===== src/rtl/pipe_pkg.sv =====
// Shared pipeline-control types: forwarding selects, shadow-pipeline slot
// record, and the slot match helpers used by the hazard logic.
package pipe_pkg;

  typedef enum logic [1:0] {
    FWD_REG = 2'b00,
    FWD_MEM = 2'b01,
    FWD_WB  = 2'b10
  } fwd_sel_t;

  typedef struct packed {
    logic       valid;
    logic [4:0] rd;
    logic       regwr;
    logic       load;
  } slot_t;

  typedef struct packed {
    logic [4:0] rs1;
    logic [4:0] rs2;
    logic       use1;
    logic       use2;
  } src_t;

  // True when the slot will write architectural register r (x0 excluded).
  function automatic logic slot_writes(slot_t s, logic [4:0] r);
    return s.valid & s.regwr & (s.rd != 5'd0) & (s.rd == r);
  endfunction

  // Forward hit: slot writes r, the consumer reads r, and a load is only
  // accepted when the stage already holds its data.
  function automatic logic slot_fwd(slot_t s, logic [4:0] r, logic use_r,
                                    logic allow_load);
    return slot_writes(s, r) & use_r & (allow_load | ~s.load);
  endfunction

endpackage


===== src/rtl/sat_counter.sv =====
// Saturating event counter: clears on Reset, counts inc cycles, sticks at all-ones.
module sat_counter #(
  parameter int W = 16
) (
  input  logic         Clk,
  input  logic         Reset,
  input  logic         inc,
  output logic [W-1:0] cnt
);

  // Count register with synchronous clear and saturation.
  always_ff @(posedge Clk) begin
    if (Reset) begin
      cnt <= {W{1'b0}};
    end else if (inc && (cnt != {W{1'b1}})) begin
      cnt <= cnt + {{(W-1){1'b0}}, 1'b1};
    end else begin
      cnt <= cnt;
    end
  end

endmodule


===== src/rtl/hazard_ctrl.sv =====
// Hazard controller beside ID: shadow EX/MEM/WB slots drive load-use stalls,
// redirect flushes and EX operand forwarding selects.
module hazard_ctrl
  import pipe_pkg::*;
#(
  parameter int CNT_W = 16
) (
  input  logic             Clk,
  input  logic             Reset,
  input  logic             IdValid,
  input  logic [4:0]       IdRs1,
  input  logic [4:0]       IdRs2,
  input  logic             IdUseRs1,
  input  logic             IdUseRs2,
  input  logic [4:0]       IdRd,
  input  logic             IdRegWr,
  input  logic             IdMemtoReg,
  input  logic             ExRedirect,
  output logic             StallIF,
  output logic             StallID,
  output logic             FlushID,
  output logic             FlushEX,
  output logic [1:0]       ForwardA,
  output logic [1:0]       ForwardB,
  output logic [CNT_W-1:0] StallCnt,
  output logic [CNT_W-1:0] FlushCnt
);

  slot_t    ex_r, mem_r, wb_r;
  src_t     ex_src_r;
  logic     lu_s;
  logic     stall_s, flush_id_s, flush_ex_s;
  fwd_sel_t fwd_a_s, fwd_b_s;

  // Load-use: the load in EX produces a register the ID instruction reads.
  always_comb begin
    lu_s = IdValid & ex_r.load &
           ((IdUseRs1 & slot_writes(ex_r, IdRs1)) |
            (IdUseRs2 & slot_writes(ex_r, IdRs2)));
  end

  // Stall/flush decision; a redirect overrides any load-use stall.
  always_comb begin
    stall_s    = 1'b0;
    flush_id_s = 1'b0;
    flush_ex_s = 1'b0;
    if (ExRedirect) begin
      flush_id_s = 1'b1;
      flush_ex_s = 1'b1;
    end else if (lu_s) begin
      stall_s    = 1'b1;
      flush_ex_s = 1'b1;
    end else begin
      stall_s    = 1'b0;
    end
  end

  // Forward selects for the EX instruction; MEM is the younger producer.
  always_comb begin
    fwd_a_s = FWD_REG;
    fwd_b_s = FWD_REG;
    if (slot_fwd(mem_r, ex_src_r.rs1, ex_src_r.use1, 1'b0)) begin
      fwd_a_s = FWD_MEM;
    end else if (slot_fwd(wb_r, ex_src_r.rs1, ex_src_r.use1, 1'b1)) begin
      fwd_a_s = FWD_WB;
    end else begin
      fwd_a_s = FWD_REG;
    end
    if (slot_fwd(mem_r, ex_src_r.rs2, ex_src_r.use2, 1'b0)) begin
      fwd_b_s = FWD_MEM;
    end else if (slot_fwd(wb_r, ex_src_r.rs2, ex_src_r.use2, 1'b1)) begin
      fwd_b_s = FWD_WB;
    end else begin
      fwd_b_s = FWD_REG;
    end
  end

  // While in reset the core is held flushed with no forwarding.
  always_comb begin
    if (Reset) begin
      StallIF  = 1'b0;
      StallID  = 1'b0;
      FlushID  = 1'b1;
      FlushEX  = 1'b1;
      ForwardA = 2'b00;
      ForwardB = 2'b00;
    end else begin
      StallIF  = stall_s;
      StallID  = stall_s;
      FlushID  = flush_id_s;
      FlushEX  = flush_ex_s;
      ForwardA = fwd_a_s;
      ForwardB = fwd_b_s;
    end
  end

  // Shadow pipeline advance; stalls never hold a slot, a bubble enters EX.
  always_ff @(posedge Clk) begin
    if (Reset) begin
      ex_r     <= '0;
      ex_src_r <= '0;
      mem_r    <= '0;
      wb_r     <= '0;
    end else begin
      wb_r  <= mem_r;
      mem_r <= ex_r;
      if (flush_ex_s) begin
        ex_r     <= '0;
        ex_src_r <= '0;
      end else begin
        ex_r     <= '{valid: IdValid, rd: IdRd, regwr: IdRegWr, load: IdMemtoReg};
        ex_src_r <= '{rs1: IdRs1, rs2: IdRs2, use1: IdUseRs1, use2: IdUseRs2};
      end
    end
  end

  sat_counter #(.W(CNT_W)) u_stall_cnt (
    .Clk   (Clk),
    .Reset (Reset),
    .inc   (lu_s & ~ExRedirect),
    .cnt   (StallCnt)
  );

  sat_counter #(.W(CNT_W)) u_flush_cnt (
    .Clk   (Clk),
    .Reset (Reset),
    .inc   (ExRedirect),
    .cnt   (FlushCnt)
  );

endmodule

===== config.mk =====
export PLATFORM = sky130hd
export DESIGN_NAME = hazard_ctrl
export DESIGN_NICKNAME = d
export VERILOG_FILES = /design/src/rtl/pipe_pkg.sv /design/src/rtl/sat_counter.sv /design/src/rtl/hazard_ctrl.sv
export SDC_FILE = /design/constraint.sdc
export NUM_CORES = 1
export LEC_CHECK = 0
export BUFFER_PORTS_ARGS = -buffer_cell sky130_fd_sc_hd__buf_2
export CORE_MARGIN = 2
export CORE_UTILIZATION = 23
export CTS_CLUSTER_DIAMETER = 120
export DETAILED_ROUTE_END_ITERATION = 7
export PLACE_DENSITY = 0.49
export SYNTH_ARGS = -nofsm -noshare
export SYNTH_HDL_FRONTEND = slang
export SYNTH_HIERARCHICAL = 1
export SYNTH_SLANG_ARGS = --single-unit

===== constraint.sdc =====
create_clock -name Clk -period 5.43 [get_ports Clk]
set_input_delay 0 -clock Clk [delete_from_list [all_inputs] [get_ports Clk]]
set_output_delay 0 -clock Clk [all_outputs]
set_load 0.02 [all_outputs]

==> out/results.ini <==
[floorplanning]
pin_count=63
die_x_um=122
core_area_um2=13300
die-area_um2=14800
start_util=0.238
fp-row-count=42
die_h_um=122

[global_route]
gr-total-overflow=0
grtUsageTotal=0.124
grt_first_pass_wirelength_um=14100
grt_max_degree=54
grt_antenna_before_repair=0
grt_pass1_vias=2833

[clocking]
htreeDepth=3
numCtsBuffers=9
root_buffer=clkbuf_16
cts_resized=0
cts.sinks=67
worst_skew_pair.late_latency_ns=0.33
postCtsHoldBufs=20
cts.path.max_buffers=2
postCtsSetupRepairBufs=0
cts.reportedPaths.clkPinSlew_ns=0.05
cts_tree=done

[routing]
drt_iter0_drc=145
ant_nets=0
drc=0
drt_first_pass_iters=4
via_per_inst=4.62
routed_wirelength_um=8820
avgRoutedWirePerCell_um=14.2
route.vias.total=2881

[synth]
synthFlopType=dfxtp_1
synthArstFlopShare=0
syn_inst=362
synth.yosys.seq_area_share=0.422
avgSynthCellArea_um2=8.77
synth_warnings=6
synth_edf_count=0
yosysMostFrequentCell=dfxtp_1
synth_top_area_frac=0.422
synth_common_cells=dfxtp_1 (67), a21oi_1 (42), nand2_1 (35)
synth_cell_types=41
synth_area_um2=3180
yosysTopAreaCell=dfxtp_1
synth.area.top_cells=dfxtp_1 (42%), a21oi_1 (6.6%), xnor2_1 (6.1%)
yosys_register_bits=67
synth_fp_nets=387

[timing]
fin_skew_ns=0.00281
max_freq_ghz=0.365
hold_viol_final=0
post-route-min-period_ns=2.74
setup_tns_ns=0
relSlewSlack=0.454
finalSetupViolCount=0
drv_slew=0
fin_crit_sh=0.504
worst_pin_slew_ns=0.812
rsz0062_at_grt=no

[setup_path]
path_buf_inv=0
startpoint_type=flip-flop
cp-end-kind=flip-flop
cp_cell_sequence=xnor2_1 > nand4_1 > o22a_1 > nor3_1 > nand2_1 > nor4bb_1 > mux2_2
critPathMaxFanout=11
worstPathRequired_ns=5.65
reg2reg_setup_slack_ns=2.69
critPathKind=flip-flop to flip-flop
crit_family=simple AND/OR/NAND/NOR gates
slowest_delay_ns=0.53
slowest_stage=nor3_1
crit_arrival_ns=2.96

[power_and_ir_drop]
power.leakage_nw=1.61
ir_worst_vdd_v=0.000132
power_density_nw_per_um2=275

[layout]
layout.nets=468
num_antenna_cells=0
fin_cells=623
area_growth_pct=30.5
design_area_um2=4140
drive_gt1_frac=0.201

[min_path]
min_path_type=input pin to flip-flop

[place]
place_inst=588
portBuffers=62
hpwl_um=6310
gp_congestion=0.860
place_area_um2=3670

[outcome]
outcome=finished clean

[job]
drv_cap=0

worst paths after layout:
path	startpoint	to	cells after the start
hold reg to reg	ex_r[7]	mem_r[7]	1
setup reg to reg	ex_r[2]	u_stall_cnt/cnt[11]	7
setup / recovery	ex_r[2]	u_stall_cnt/cnt[11]	7
hold / removal	ExRedirect	u_flush_cnt/cnt[1]	3
placed cells by master (no fill, tap or decap), types with 2 or more instances in the layout:
cell / netlist / final
or3_1: 6 / 6
or4_1: 15 / 15
nand3_1: 13 / 13
o311ai_0: 2 / 2
buf_2: 4 / 62
and4_1: 6 / 6
xnor2_1: 22 / 22
nand3b_1: 3 / 3
nor2_1: 15 / 15
a21oi_1: 42 / 42
nor4bb_1: 2 / 2
ha_1: 2 / 2
nand4_4: 2 / 2
nor3_1: 14 / 14
dlygate4sd3_1: 0 / 20
clkbuf_16: 0 / 9
nand2_2: 2 / 2
mux2_2: 2 / 2
clkinv_2: 0 / 2
inv_1: 8 / 8
xor2_1: 12 / 12
buf_4: 1 / 4
clkbuf_1: 9 / 3
o21a_1: 2 / 2
nor4_4: 2 / 2
nor2b_1: 18 / 18
and3_1: 2 / 2
o31ai_1: 12 / 12
o21ai_0: 8 / 8
nor4_1: 8 / 8
dfxtp_1: 67 / 67
mux2i_1: 2 / 2
nand2_1: 35 / 35
o41ai_1: 2 / 2
nand4_1: 12 / 12
final cells by class:
type	instances	area, um2
Fill cell	1453	9200
Multi-Input combinational cell	270	1730
Sequential cell	67	1340
Timing Repair Buffer	86	541
Clock buffer	12	236
Tap cell	176	220
Clock inverter	3	40.0
Inverter	9	33.8
per-layer routing:
layer	track usage	part of all wire	vias to the layer above
met3	0.0461	0.050	11
met1	0.150	0.47	1333
met2	0.206	0.47	58
met4	0.0352	0.012	0
met5	0	0	-
li1	-	-	1479
tightest hold or removal path, delay by kind of cell:
kind | cells | cell delay [ns]
compound gates | 1 | 0.06
buf+inv | 1 | 0.16
simple gates | 1 | 0.10
power breakdown:
group / leakage (nW) / switching [W] / internal, W
Combinational: 0.932 / 0.0000370 / 0.0000353
Clock: 0.136 / 0.000204 / 0.000351
Sequential: 0.544 / 0.00000964 / 0.000502
Total: 1.61 / 0.000250 / 0.000888
cell families after synthesis:
group           after synthesis  share of synthesized area
simple gates                157                      0.293
compound gates               73                      0.137
flops                        67                      0.422
xor+xnor                     34                     0.0938
buf+inv                      25                     0.0323
mux                           4                     0.0134
fa+ha+maj                     2                    0.00788
metrics by stage:
step	hold WS (ns)	power, W	util	setup slack [ns]
after CTS	0.0252	0.00116	0.310	2.68
after global placement	0.233	0.000582	0.275	2.86
after detailed placement	0.234	0.000583	0.275	2.70
after floorplan	0.0716	0.000556	-	3.21
final	0.0367	0.00114	0.310	2.69
after global routing	0.0481	0.00119	0.310	2.31
registers in the layout, summed over array words and instances (netlist names):
signal / count
ex_r: 8
ex_src_r: 12
mem_r: 8
u_flush_cnt/cnt: 16
u_stall_cnt/cnt: 16
wb_r: 7
(Power assumes the default switching activity.)
